[config.mk]
export PLATFORM = sky130hd
export DESIGN_NAME = fp_mul_booth_seq
export DESIGN_NICKNAME = d
export VERILOG_FILES = /design/src/rtl/fp_mul_pkg.sv /design/src/rtl/fp_booth_r4_enc.sv /design/src/rtl/fp_mul_booth_seq.sv
export SDC_FILE = /design/constraint.sdc
export NUM_CORES = 1
export LEC_CHECK = 0
export ABC_AREA = 1
export CORE_MARGIN = 8
export CORE_UTILIZATION = 54
export CTS_CLUSTER_DIAMETER = 50
export CTS_CLUSTER_SIZE = 40
export DETAILED_ROUTE_END_ITERATION = 8
export PLACE_DENSITY = 0.76
export SETUP_SLACK_MARGIN = 0.05
export SLEW_MARGIN = 20
export SYNTH_ARGS = -nofsm -noshare
export SYNTH_HDL_FRONTEND = slang
export SYNTH_SLANG_ARGS = --single-unit
[constraint.sdc]
create_clock -name clk -period 3 [get_ports clk]
set_input_delay 0.3 -clock clk [delete_from_list [all_inputs] [get_ports clk]]
set_output_delay 0.3 -clock clk [all_outputs]
set_load 0.03 [all_outputs]
[src/rtl/fp_mul_pkg.sv]
// ----------------------------------------------------------------------------
// fp_mul_pkg
//   Shared constants, types and the Booth partial-product helper for the
//   sequential radix-4 significand multiplier (fp_mul_booth_seq).
//
//   MW     significand width including the hidden bit
//   ITER   number of radix-4 Booth digits covering the zero-extended
//          multiplier {2'b00, hid, frc} of MW+2 bits
//   ACC_W  accumulator width. This is the 2*MW product plus two guard bits, so
//          that negative partial products stay representable in two's
//          complement.
//   CNT_W  digit counter width, ceil(log2(ITER))
//   BW     multiplier window register width. This is MW+2 multiplier bits
//          plus the implicit B[-1] = 0 below bit 0.
// ----------------------------------------------------------------------------
package fp_mul_pkg;

    localparam int MW    = 24;
    localparam int ITER  = (MW + 2) / 2;
    localparam int ACC_W = 2 * MW + 2;
    localparam int CNT_W = $clog2(ITER);
    localparam int BW    = MW + 3;

    typedef enum logic [1:0] {
        IDLE,
        CALC,
        DONE
    } mul_st_t;

    typedef enum logic [2:0] {
        ZERO,
        P1,
        P2,
        M1,
        M2
    } booth_dig_t;

    // Partial product for one Booth digit. The caller has already shifted the
    // multiplicand m into position.
    // The result is a two's-complement value at accumulator width, so the
    // negative digits sign-extend automatically.
    function automatic logic [ACC_W-1:0] booth_pp(input logic [ACC_W-1:0] m,
                                                  input booth_dig_t       dig);
        logic [ACC_W-1:0] pp;
        case (dig)
            P1:      pp = m;
            P2:      pp = m << 1;
            M1:      pp = -m;
            M2:      pp = -(m << 1);
            default: pp = '0;
        endcase
        return pp;
    endfunction

endpackage

[src/rtl/fp_booth_r4_enc.sv]
// ----------------------------------------------------------------------------
// fp_booth_r4_enc
//   Combinational radix-4 Booth recoder. It maps the overlapping multiplier
//   window {B[2i+1], B[2i], B[2i-1]} onto one of the digits
//   {0, +1, +2, -1, -2}.
//
//   win  in   3  multiplier window, win[0] is the overlap bit B[2i-1]
//   dig  out  -  recoded Booth digit
// ----------------------------------------------------------------------------
module fp_booth_r4_enc
    import fp_mul_pkg::*;
(
    input  logic [2:0] win,
    output booth_dig_t dig
);

    // NOTE: a combinational block assigns its output a default first. A path
    // that leaves it unassigned would infer a latch.
    always_comb begin
        dig = ZERO;
        case (win)
            3'b000:  dig = ZERO;
            3'b001:  dig = P1;
            3'b010:  dig = P1;
            3'b011:  dig = P2;
            3'b100:  dig = M2;
            3'b101:  dig = M1;
            3'b110:  dig = M1;
            3'b111:  dig = ZERO;
            default: dig = ZERO;
        endcase
    end

endmodule

[src/rtl/fp_mul_booth_seq.sv]
// ----------------------------------------------------------------------------
// fp_mul_booth_seq
//   Iterative radix-4 Booth significand multiplier for the FP multiply path.
//   It retires one Booth digit per cycle and produces the unsigned 2*MW-bit
//   product {hid_X,frc_X} * {hid_Y,frc_Y} for the normalisation stage.
//   Both sides use a valid/ready handshake. MW is taken from fp_mul_pkg.
//
//   clk         in   1       clock, rising edge
//   rst         in   1       synchronous reset, active-high
//   in_valid    in   1       operands valid
//   in_ready    out  1       operands accepted this cycle if in_valid
//   hid_X       in   1       hidden bit of X (0 for subnormal/zero)
//   frc_X       in   MW-1    fraction of X
//   hid_Y       in   1       hidden bit of Y
//   frc_Y       in   MW-1    fraction of Y
//   out_valid   out  1       frc_Z_full holds a finished product
//   out_ready   in   1       consumer accepts the product
//   frc_Z_full  out  2*MW    unsigned product
//   busy        out  1       iteration in progress
//
//   Parameter ZERO_BYPASS: when set, a zero significand on either side skips
//   the iteration. In that case the zero product is presented in the cycle
//   after the accept.
// ----------------------------------------------------------------------------
module fp_mul_booth_seq
    import fp_mul_pkg::*;
#(
    parameter bit ZERO_BYPASS = 1'b1
) (
    input  logic             clk,
    input  logic             rst,
    input  logic             in_valid,
    output logic             in_ready,
    input  logic             hid_X,
    input  logic [MW-2:0]    frc_X,
    input  logic             hid_Y,
    input  logic [MW-2:0]    frc_Y,
    output logic             out_valid,
    input  logic             out_ready,
    output logic [2*MW-1:0]  frc_Z_full,
    output logic             busy
);

    localparam logic [CNT_W-1:0] LAST_CNT = CNT_W'(ITER - 1);

    mul_st_t          state_q;
    mul_st_t          state_d;

    logic [MW-1:0]    sig_x;
    logic [MW-1:0]    sig_y;
    logic             accept;
    logic             bypass;
    logic             last_digit;

    logic [ACC_W-1:0] m_q;      // multiplicand, pre-shifted by 2i
    logic [BW-1:0]    b_q;      // multiplier window, low 3 bits = current digit
    logic [ACC_W-1:0] acc_q;
    logic [CNT_W-1:0] cnt_q;

    booth_dig_t       dig;
    logic [ACC_W-1:0] pp;
    logic [ACC_W-1:0] acc_sum;

    assign sig_x      = {hid_X, frc_X};
    assign sig_y      = {hid_Y, frc_Y};
    assign bypass     = ZERO_BYPASS && ((sig_x == '0) || (sig_y == '0));
    assign accept     = in_valid && in_ready;
    assign last_digit = (cnt_q == LAST_CNT);

    // ------------------------------------------------------------------
    // Booth digit and partial product for the current CALC cycle
    // ------------------------------------------------------------------
    fp_booth_r4_enc u_enc (
        .win (b_q[2:0]),
        .dig (dig)
    );

    assign pp      = booth_pp(m_q, dig);
    assign acc_sum = acc_q + pp;

    // ------------------------------------------------------------------
    // FSM state register
    // ------------------------------------------------------------------
    // NOTE: sequential state uses non-blocking (<=) assignments. Every
    // register then samples its pre-edge value, and simulation matches the
    // synthesised flops.
    always_ff @(posedge clk) begin
        if (rst) begin
            state_q <= IDLE;
        end else begin
            state_q <= state_d;
        end
    end

    // ------------------------------------------------------------------
    // Next state and handshake outputs
    // ------------------------------------------------------------------
    always_comb begin
        state_d   = state_q;
        in_ready  = 1'b0;
        out_valid = 1'b0;
        busy      = 1'b0;
        case (state_q)
            IDLE: begin
                in_ready = 1'b1;
                if (in_valid) begin
                    state_d = bypass ? DONE : CALC;
                end
            end
            CALC: begin
                busy = 1'b1;
                if (last_digit) begin
                    state_d = DONE;
                end
            end
            DONE: begin
                out_valid = 1'b1;
                // The result is leaving this cycle, so new operands can
                // land in the same cycle.
                in_ready  = out_ready;
                if (out_ready) begin
                    if (in_valid) begin
                        state_d = bypass ? DONE : CALC;
                    end else begin
                        state_d = IDLE;
                    end
                end
            end
            default: state_d = IDLE;
        endcase
    end

    // ------------------------------------------------------------------
    // Datapath: operand shifters, accumulator, digit counter, result
    // ------------------------------------------------------------------
    always_ff @(posedge clk) begin
        if (rst) begin
            m_q        <= '0;
            b_q        <= '0;
            acc_q      <= '0;
            cnt_q      <= '0;
            frc_Z_full <= '0;
        end else if (accept) begin
            m_q   <= {{(ACC_W - MW){1'b0}}, sig_x};
            // Two zero-extension bits keep B unsigned. The trailing 0 is B[-1].
            b_q   <= {2'b00, sig_y, 1'b0};
            acc_q <= '0;
            cnt_q <= '0;
            if (bypass) begin
                frc_Z_full <= '0;
            end
        end else if (state_q == CALC) begin
            acc_q <= acc_sum;
            m_q   <= m_q << 2;
            b_q   <= b_q >> 2;
            if (last_digit) begin
                // The result register only changes on entry to DONE. It
                // therefore holds still under backpressure.
                frc_Z_full <= acc_sum[2*MW-1:0];
            end else begin
                cnt_q <= cnt_q + 1'b1;
            end
        end
    end

    // The product of two MW-bit unsigned values fits in 2*MW bits. Any
    // leftover in the guard bits indicates a recoding or sign-extension bug.
    a_guard_bits_clear : assert property (
        @(posedge clk) disable iff (rst)
        (state_q == DONE) |-> (acc_q[ACC_W-1:2*MW] == '0)
    );

endmodule

==> metrics.md, run 1 <==
| Metric | Value |
|---|---|
| Total Routing Usage GR | 0.755 |
| Clock root buffer | clkbuf_16 |
| Register area share after synthesis | 0.280 |
| Final Wtd Congestion | 1.05 |
| Post-synth cell types | 54 |
| Post-synthesis xor/xnor area fraction | 0.0407 |
| Top-count cell post-synth | nand2_1 |
| CTS Buf Count | 17 |
| HPWL after detailed placement | 33.8 mm |
| Gate Count Post-Synth | 2001 |
| Post-synthesis register bit count | 175 |
| Multiplexer area fraction after synthesis | 0 |
| CTS H-tree lvls | 4 |
| Die Ht | 168 um |
| Area leader, netlist | dfxtp_1 |
| TritonCTS Sinks | 175 |
| Yosys top cell area share | 0.280 |
| Synth Area in Simple Gates | 0.348 |
| Placement Setup Slack | -859 ps |
| Stop err | [ERROR GRT-0232] Routing congestion too high. Check the congestion heatmap in the GUI. |
| Worst ep type | sequential cell input |
| Largest family of logic cells by synthesized area | simple AND/OR/NAND/NOR gates |
| I/O pins | 103 |
| Pin count of the biggest net entering global routing | 99 |
| Post-GRT worst EP | frc_Z_full[46]$_SDFFE_PP0P_/D |
| Dpl cells | 2664 |
| Syn avg cell area | 6.24 sq um |
| EDFF count, synth | 0 |
| Largest cells by area after synthesis | dfxtp_1 28%, nand2_1 17%, nor2_1 6.7% |
| Synth Flop Type | dfxtp_1 |
| GRT overflow | 41 |
| Cts hold-fix bufs | 0 |
| Fail Step | global routing (5_1_grt) |
| Synthesis Warnings | 0 |
| Async S/R FF share, synth | 0 |
| Die W | 168 um |
| Port bufs | 102 |
| Initial Utilization | 0.550 |
| Status | stopped before the end |
| Synth Area in Compound Gates | 0.179 |
| FP Rows | 55 |
| Synth Cell Area | about 0.012 sq mm |
| Synth top cells by count | 579 x nand2_1, 224 x nor2_1, 219 x inv_1, 175 x dfxtp_1, 158 x a21oi_1 |
| Adder-cell share of the synthesized area | 0.0537 |
| Synth Net Count | 2106 |
| CTS Buffer Depth | 2 |
[timing repair]
| item | CTS |
|---|---|
| gates resized for setup | 512 |
| cloned | 1 |
| setup buffers | 91 |
| pin swaps | 207 |
| endpoints found under the setup margin | 88 |
[through the flow]
stage / hold WS (ps) / instance area [sq um]
after global placement: 446 / 16500
after CTS: 447 / 19800
after detailed placement: 452 / 16500
after floorplan: 440 / 12700
[cells by family after synthesis]
kind of cell / Yosys count
AOI/OAI and AO/OA: 384
xor gates and xnor gates: 58
adders and majority gates: 53
buffers and inverters: 316
DFF: 175
and+or+nand+nor: 1015
[per-layer routing]
| metal | GRT overflow | global-route usage |
|---|---|---|
| met1 | 3 | 0.728 |
| met2 | 21 | 0.875 |
| met3 | 1 | 0.684 |
| met4 | 16 | 0.726 |
| met5 | 0 | 0.552 |
==> run 2: changes to the inputs <==
Settings changed: CORE_UTILIZATION 54 to 40, CTS_CLUSTER_DIAMETER 50 to unset, CTS_CLUSTER_SIZE 40 to unset, PLACE_DENSITY 0.76 to unset, PLACE_DENSITY_LB_ADDON set to 0.15, SETUP_SLACK_MARGIN 0.05 to unset.
Clock period 3 ns to 3.9 ns, I/O delays scaled along.
==> run 2 against run 1 <==
  * The run now ends clean
  * Synthesized area unchanged
  * Synthesized cell count is the same
==> metrics.md, run 2 <==
| Metric | Value |
|---|---|
| Achievable Freq | 0.263 GHz |
| WP depth | 24 |
| Critical path's slowest cell | ha_4 |
| Slew headroom | 0.264 |
| Post-synthesis register bit count | 175 |
| Clk_skew | 15.0 ps |
| Synth Flop Type | dfxtp_1 |
| Synthesis-to-layout area growth | 28.6% |
| Iteration-0 DRC count of the detailed router | 986 |
| Post-synth cell types | 54 |
| Port bufs | between 100 and 150 |
| R2R cell count | 24 |
| Die area | 0.0371 sq mm |
| Synth Cell Area | 0.0125 sq mm |
| Launch point of the worst path | m_q[1] |
| Non-Filler Instances | between 2000 and 3000 |
| # fillers | 3101 |
| Commonest non-fill, non-tap cells in the layout | 555 x nand2_1, 208 x inv_1, 185 x nor2_1, 169 x dfxtp_1, 134 x a21oi_1 |
| CTS H-tree lvls | 4 |
| Total power | 5.11 mW |
| Most common cell on crit path | nand2_1 |
| Largest fanout on the critical path | 4 |
| Die Ht | 193 um |
| Dpl cells | between 2000 and 3000 |
| Fin crit share | 0.973 |
| GRT overflow | 0 |
| Initial antenna violation count | 1 |
| EDFF count, synth | 0 |
| WP data required | roughly 4300 ps |
| Initial Utilization | 0.407 |
| CTS clk-pin slew, worst paths | 70 ps |
| Hold_sp | frc_Z_full[34] |
| Pin count of the biggest net entering global routing | between 90 and 100 |
| TritonCTS clock tree | yes |
| RSZ-0062 raised after global routing | true |
| Die W | between 150 and 200 um |
| Status | completed |
| Top-count cell post-synth | nand2_1 |
| Fin crit period | 3800 ps |
| Worst Setup Start Kind | flip-flop |
| Avg WL per Cell | 16.7 um |
| CTS Buffer Depth | 2 |
| Reg2reg start | m_q[1] |
| Async S/R FF share, synth | 0 |
| Final hold violations | 0 |
| CP peak stage delay | 380 ps |
| Via count | roughly 14000 |
| Vias in the first global route | 12800 |
| Routed WL | 43.0 mm |
| Synth Net Count | 2106 |
| FP Rows | 64 |
| I/O pins | 103 |
| Total Routing Usage GR | 0.228 |
| Max-Cap Viols | 0 |
| HPWL after detailed placement | between 30 and 40 mm |
| Worst ir drop on vdd | 0.000302 V |
| P_leak | 6.72 nW |
| Leading cell type in the layout, fill and taps excluded | nand2_1 |
| Cts hold-fix bufs | 0 |
| Syn avg cell area | 6.24 sq um |
| Clk Latency, worst-skew pair | 450 ps |
| Detail Route Antenna Nets | 0 |
| CORE AREA | 0.0307 sq mm |
| Diode count | 0 |
| Setup TNS | 0 ps |
| Worst Hold Depth | 2 |
| Bufs and invs on worst path | 4 |
| Hold Path Class | flip-flop to flip-flop |
| Drt pass-1 iters | 5 |
| Top delay family on crit path | simple AND/OR/NAND/NOR gates |
| Synth top cells by count | 579 x nand2_1, 224 x nor2_1, 219 x inv_1, 175 x dfxtp_1, 158 x a21oi_1 |
| CP Cell Sequence | inv_2 > buf_4 > nand3_4 > nor2_4 > nand2_4 > clkinv_2 > nand4_2 > or2_4 > nor3_2 > nand2_1 > nand3_1 > nand4_1 > ha_4 > nand2_1 > o21ai_0 > buf_4 > a21o_1 > a21oi_2 > or2_1 > nand3_1 > nand2_1 > nand2_2 > nand2_1 > a21oi_2 |
| Register area share after synthesis | 0.280 |
| CP Class | flip-flop to flip-flop |
| Largest cells by area after synthesis | dfxtp_1 28%, nand2_1 17%, nor2_1 6.7% |
| Final Setup Violations | 0 |
| Final Wtd Congestion | 0.966 |
| # nets final | 2268 |
| Mean number of vias per cell | around 5.3 |
| First-pass GRT wire length | just under 70 mm |
| Biggest regs | acc_q: 48 flops, frc_Z_full: 48 flops, m_q: 48 flops |
| Area leader, netlist | dfxtp_1 |
| Critical path arrival | 4160 ps |
| Clock root buffer | clkbuf_16 |
| Gate Count Post-Synth | 2001 |
| Critical Path End Type | flip-flop |
| DR DRC count | 0 |
| Synthesis Warnings | 0 |
| Worst slew pin tran | 1100 ps |
| Pwr dens | 318 mW/mm^2 |
| Yosys top cell area share | 0.280 |
| TritonCTS Sinks | 175 |
| Share of cells above drive strength 1 | 0.183 |
| Fin. max-slew vios | 0 |
| CTS Buf Count | 17 |
[run 2: what timing repair did]
| item | CTS | global route |
|---|---|---|
| gates resized for setup | 2 | 220 |
| setup buffers | 0 | 17 |
| pin swaps | 0 | 59 |
| endpoints found under the setup margin | 3 | 76 |
| gates cloned | 0 | 1 |
[run 2: final timing paths]
| kind | to | slack [ps] |
|---|---|---|
| max | frc_Z_full[46] | 100 |
| min | frc_Z_full[34] | 460 |
| max reg2reg | frc_Z_full[46] | 100 |
| min reg2reg | frc_Z_full[34] | 460 |
[run 2: logic make-up (layout without fill, tap and decap cells)]
family / count (synthesis) / count (layout) / synth area share
and+or+nand+nor: 1015 / 1015 / 0.348
AOI/OAI and AO/OA: 384 / 384 / 0.179
buffers and inverters: 316 / 491 / 0.0976
xor gates and xnor gates: 58 / 58 / 0.0407
DFF: 175 / 175 / 0.280
adders and majority gates: 53 / 53 / 0.0537
[run 2: power by group]
part | internal [mW] | switching, mW
logic | 0.509 | 0.844
registers | 1.86 | 0.0809
clock network | 0.935 | 0.875
[run 2: layer usage]
| layer | wire length, um | vias up | track usage |
|---|---|---|---|
| met5 | 13 | - | 0 |
| met4 | 1290 | 2 | 0.0752 |
| met3 | 2800 | 67 | 0.0389 |
| met2 | 18700 | 424 | 0.351 |
| met1 | 20200 | 6296 | 0.318 |
| li1 | - | 6867 | - |
[run 2: through the flow]
step           area (sq um)  hold WS [ps]  utilization  setup slack, ps
2_1_floorplan         12500           440            -              604
3_3_place_gp          14500           448        0.473             61.7
5_1_grt               16100           477        0.524            -79.7
3_5_place_dp          14500           452        0.473             34.8
4_1_cts               15100           463        0.493             2.05
6_report              16100           459        0.524              104
[run 2: final cells by class]
class / count / area [sq um] / share of cell area
multi-input cells: 1510 / 8570 / 0.533
flip-flops and latches: 175 / 3510 / 0.219
repair buffers: 228 / 2010 / 0.125
inverters: 231 / 875 / 0.0544
well taps: 396 / 495 / 0.0308
clock buffers: 18 / 439 / 0.0273
clock inverters: 14 / 161 / 0.0100
[run 2: worst reg2reg max path, delay by kind of cell (launching register included)]
| family | cells | cell delay [ps] |
|---|---|---|
| simple gates | 15 | 1960 |
| fa+ha+maj | 1 | 380 |
| flops | 1 | 330 |
| compound gates | 4 | 600 |
| buf+inv | 4 | 460 |
(Power assumes the default switching activity.)
==> variant 1, RTL diff (settings of run 2) <==
Set the parameter `ZERO_BYPASS` to 1'b0 (it was 1'b1).
--- a/src/rtl/fp_mul_booth_seq.sv
+++ b/src/rtl/fp_mul_booth_seq.sv
@@ -25,7 +25,7 @@
 module fp_mul_booth_seq
     import fp_mul_pkg::*;
 #(
-    parameter bit ZERO_BYPASS = 1'b1
+    parameter bit ZERO_BYPASS = 1'b0
 ) (
     input  logic             clk,
     input  logic             rst,
Formal check against the unedited RTL: not equivalent (Yosys sat finds a counterexample within 4 cycles, from zero or initial values and one cycle with rst high).
==> variant 1 against run 2 <==
Global-route usage is 1.7 points higher. Wire length rose by 4.9%. Sequential cell count unchanged. Synthesized area up 0.42%. Power decreased by 4.0%. Worst setup slack improved by 0.072 ns. Critical endpoint is now acc_q[43]. Via count is 0.30% lower. Final area down 1.2%. Utilization is 1.6 points lower.
==> variant 1: results (changes against run 2) <==
<table>
<tr><th>Metric</th><th>Value</th></tr>
<tr><th colspan="2">Final layout</th></tr>
<tr><td>Number of inserted filler cells in the final layout</td><td>3265 (+5.3%)</td></tr>
<tr><td>Share of post-route cells with drive strength above 1</td><td>15.2% (-3.1 points)</td></tr>
<tr><td>Multi-input gate count</td><td>1459 (-3.4%)</td></tr>
<tr><td>Area of combinational cells with multiple inputs</td><td>8240 µm² (-3.9%)</td></tr>
<tr><td>Share of final layout cell area taken by clock buffers and inverters</td><td>3.65% (-0.089 points)</td></tr>
<tr><th colspan="2">Synth</th></tr>
<tr><td>Post-synthesis net count</td><td>2096 (-0.47%)</td></tr>
<tr><td>Synth cell types</td><td>52 (-3.7%)</td></tr>
<tr><td>Post-synthesis share of cell area spent on full adders, half adders and majority gates</td><td>5.35% (-0.022 points)</td></tr>
<tr><td>Sequential area share after synthesis</td><td>27.9% (-0.12 points)</td></tr>
<tr><td>Cell types occupying the most area after synthesis</td><td>sky130_fd_sc_hd__dfxtp_1, sky130_fd_sc_hd__nand2_1, sky130_fd_sc_hd__nor2_1</td></tr>
<tr><th colspan="2">GRT</th></tr>
<tr><td>Total global-route track usage</td><td>24.5% (+1.7 points)</td></tr>
<tr><td>Pin count of the biggest net entering global routing</td><td>88 (-11%)</td></tr>
<tr><td>Met1 usage in global routing</td><td>34.4% (+2.6 points)</td></tr>
<tr><td>Via count of the first global-routing pass</td><td>13000 (+1.4%)</td></tr>
<tr><th colspan="2">Worst setup path</th></tr>
<tr><td>Crit path from</td><td>b_q[0]</td></tr>
<tr><td>Critical Path Fanout Max</td><td>9 (+5)</td></tr>
<tr><td>Cell with the largest stage delay on the worst path</td><td>sky130_fd_sc_hd__ha_2</td></tr>
<tr><td>Cell type group with the largest total delay on the critical path</td><td>compound AO/OA/AOI/OAI gates</td></tr>
<tr><th colspan="2">Route</th></tr>
<tr><td>Vias after detailed routing</td><td>13600 (-0.30%)</td></tr>
<tr><td>Routed wire length on met2</td><td>19.8 mm (+5.6%)</td></tr>
<tr><td>Wire length per cell</td><td>17.5 µm (+4.9%)</td></tr>
<tr><th colspan="2">STA</th></tr>
<tr><td>Actual slew at the worst max-slew pin</td><td>0.954 ns (-0.150 ns)</td></tr>
<tr><th colspan="2">Pwr</th></tr>
<tr><td>Power per Cell Area</td><td>309 nW/µm² (-2.8%)</td></tr>
<tr><th colspan="2">Clocking</th></tr>
<tr><td>Setup bufs post-CTS</td><td>2 (+2)</td></tr>
<tr><td>Post-CTS resize count</td><td>21 (+19)</td></tr>
<tr><th colspan="2">Placed design</th></tr>
<tr><td>Placement Cell Area</td><td>14600 µm² (+0.28%)</td></tr>
<tr><td>Final weighted congestion in routability-driven placement</td><td>0.977 (+1.1%)</td></tr>
<tr><th colspan="2">Status</th></tr>
<tr><td>Status</td><td>finished clean</td></tr>
<tr><th colspan="2">Hold path</th></tr>
<tr><td>Worst hold endpoint</td><td>b_q[24]</td></tr>
</table>
[variant 1: cell count changes in the layout (fill, tap and decap cells not counted), moves of 20 or more]
cell                       delta
sky130_fd_sc_hd__nor2_1     +115
sky130_fd_sc_hd__nand3_1     +49
sky130_fd_sc_hd__a221oi_1    +22
sky130_fd_sc_hd__a21oi_1     -40
sky130_fd_sc_hd__a31oi_1     -20
sky130_fd_sc_hd__inv_1       +59
sky130_fd_sc_hd__nand2_1    -143
[variant 1: through the flow]
stage	TNS, ns	setup slack [ns]	power (µW)	cells	hold slack (ns)
global placement	-4.90	-0.374	3030	2521	0.452
detailed placement	-4.41	-0.309	3040	2521	0.457
global route	-0.235	-0.0401	5130	2573	0.490
floorplan	0	0.658	2650	1991	0.441
CTS	0	0.00729	4850	2554	0.468
finish	0	0.176	4900	2573	0.465
[variant 1: power by group]
part	switching [µW]	leakage (µW)	internal, µW
sequential	62.3	0.00142	1850
clock	834	0.000290	958
combinational	743	0.00522	452
==> variant 2, RTL diff (flow settings as in run 2) <==
Without the edit above. The 3 values of `mul_st_t` get a one-hot encoding in 3 bits.
--- a/src/rtl/fp_mul_pkg.sv
+++ b/src/rtl/fp_mul_pkg.sv
@@ -21,10 +21,10 @@
     localparam int CNT_W = $clog2(ITER);
     localparam int BW    = MW + 3;
 
-    typedef enum logic [1:0] {
-        IDLE,
-        CALC,
-        DONE
+    typedef enum logic [2:0] {
+        IDLE = 3'b001,
+        CALC = 3'b010,
+        DONE = 3'b100
     } mul_st_t;
 
     typedef enum logic [2:0] {
Function: no difference found for any inputs over 4 cycles, from zero or initial values and one cycle with rst high; so few cycles prove little.
==> variant 2 against run 2 <==
Power up 9.2%. Worst setup slack better by 0.042 ns. Sequential cell count up 1. Critical path depth down 3. Wire length up 0.57%. Global-route usage up 0.54 points. Synthesized area up 0.33%. Final area down 3.0%.
==> variant 2: results (changes against run 2) <==
<table>
<tr><th>Metric</th><th>Value</th></tr>
<tr><th colspan="2">Route</th></tr>
<tr><td>Vias after detailed routing</td><td>13600 (-0.59%)</td></tr>
<tr><td>Vias per inst</td><td>5.38 (+1.3%)</td></tr>
<tr><td>Final routed wirelength across all metal layers</td><td>43.3 mm (+0.57%)</td></tr>
<tr><th colspan="2">Worst setup path</th></tr>
<tr><td>Cell with the largest stage delay on the worst path</td><td>sky130_fd_sc_hd__ha_1</td></tr>
<tr><td>Cell type group with the largest total delay on the critical path</td><td>compound AO/OA/AOI/OAI gates</td></tr>
<tr><td>Arrival time worst endpoint</td><td>4.10 ns (-0.06 ns)</td></tr>
<tr><td>Critical Path Fanout Max</td><td>7 (+3)</td></tr>
<tr><td>Worst stage delay on the critical path</td><td>0.46 ns (+0.08 ns)</td></tr>
<tr><th colspan="2">GRT</th></tr>
<tr><td>First-pass GRT wire length</td><td>68.7 mm (+1.8%)</td></tr>
<tr><td>Total global-route track usage</td><td>23.3% (+0.54 points)</td></tr>
<tr><td>Via count of the first global-routing pass</td><td>12900 (+0.63%)</td></tr>
<tr><td>Pin count of the biggest net entering global routing</td><td>140 (+41%)</td></tr>
<tr><th colspan="2">Final layout</th></tr>
<tr><td>Share of post-route cells with drive strength above 1</td><td>14.1% (-4.2 points)</td></tr>
<tr><td>Layout Nets</td><td>2215 (-2.3%)</td></tr>
<tr><td>Number of inserted filler cells in the final layout</td><td>3229 (+4.1%)</td></tr>
<tr><th colspan="2">Placed design</th></tr>
<tr><td>Inst Count DP</td><td>2465 (-2.3%)</td></tr>
<tr><td>Placement Cell Area</td><td>14400 µm² (-0.73%)</td></tr>
<tr><td>Final weighted congestion in routability-driven placement</td><td>0.958 (-0.88%)</td></tr>
<tr><th colspan="2">Status</th></tr>
<tr><td>Status</td><td>finished clean</td></tr>
<tr><th colspan="2">Synth</th></tr>
<tr><td>Synth cell types</td><td>51 (-5.6%)</td></tr>
<tr><td>Synthesized instance count</td><td>1959 (-2.1%)</td></tr>
<tr><td>Post-synthesis net count</td><td>2064 (-2.0%)</td></tr>
<tr><td>Cell types occupying the most area after synthesis</td><td>sky130_fd_sc_hd__dfxtp_1, sky130_fd_sc_hd__nand2_1, sky130_fd_sc_hd__inv_1</td></tr>
<tr><td>Most common library cells after synthesis</td><td>sky130_fd_sc_hd__nand2_1, sky130_fd_sc_hd__inv_1, sky130_fd_sc_hd__nor2_1, sky130_fd_sc_hd__dfxtp_1, sky130_fd_sc_hd__a21oi_1</td></tr>
<tr><th colspan="2">Pwr</th></tr>
<tr><td>IR drop worst, VDD</td><td>308 µV (+1.9%)</td></tr>
<tr><td>Leakage Power</td><td>0.00643 µW (-4.3%)</td></tr>
<tr><th colspan="2">STA</th></tr>
<tr><td>Max Clock Skew</td><td>0.0186 ns (+0.00356 ns)</td></tr>
</table>
[variant 2: cells by family (layout without fill, tap and decap cells)]
kind of cell | count (synthesis) | count (layout) | synth area share (%)
simple gates | 935 | 935 | 31.8
compound gates | 423 | 423 | 20.8
buf+inv | 312 | 476 | 9.71
flops | 176 | 176 | 28.1
xor+xnor | 60 | 60 | 4.19
fa+ha+maj | 53 | 53 | 5.35
[variant 2: layout make-up]
cell class	count	area [µm²]	share of cell area [%]
clock inverter	15	163	1.04
inverter	230	868	5.57
multi-input combinational	1471	8180	52.5
sequential	176	3530	22.7
timing repair buffer	214	1910	12.3
tap	402	503	3.23
clock buffer	17	425	2.73
[variant 2: final timing paths]
check | start | to | slack, ns | depth (start not counted)
hold / removal | rst | b_q[16] | 0.41 | 2
setup / recovery | m_q[2] | acc_q[47] | 0.15 | 21
hold reg to reg | frc_Z_full[1] | frc_Z_full[1] | 0.46 | 2
setup reg to reg | m_q[2] | acc_q[47] | 0.15 | 21
[variant 2: timing repair]
item,4_1_cts,5_1_grt
endpoints found under the setup margin,6,69
hold buffers,0,0
pin swaps,2,35
buffers inserted,2,26
gates resized for setup,4,116
[variant 2: layer usage]
metal / GRT usage [%] / up-vias / part of all wire, %
met2: 38.1 / 389 / 45
met4: 7.63 / 0 / 2.8
li1: - / 6792 / -
met1: 31.7 / 6334 / 47
met3: 2.81 / 61 / 5.1
met5: 0 / - / 0
[variant 2: through the flow]
step	total power, µW	setup TNS (ns)
after CTS	5420	0
after detailed placement	3610	-0.152
after global placement	3600	-0.0252
after floorplan	3090	0
final	5580	0
after global routing	5880	-0.607
[variant 2: power breakdown]
group,internal (µW),leakage (µW),switching (µW)
registers,1880,0.00143,86.4
logic,664,0.00472,1130
clock network,912,0.000283,908
total,3460,0.00643,2120
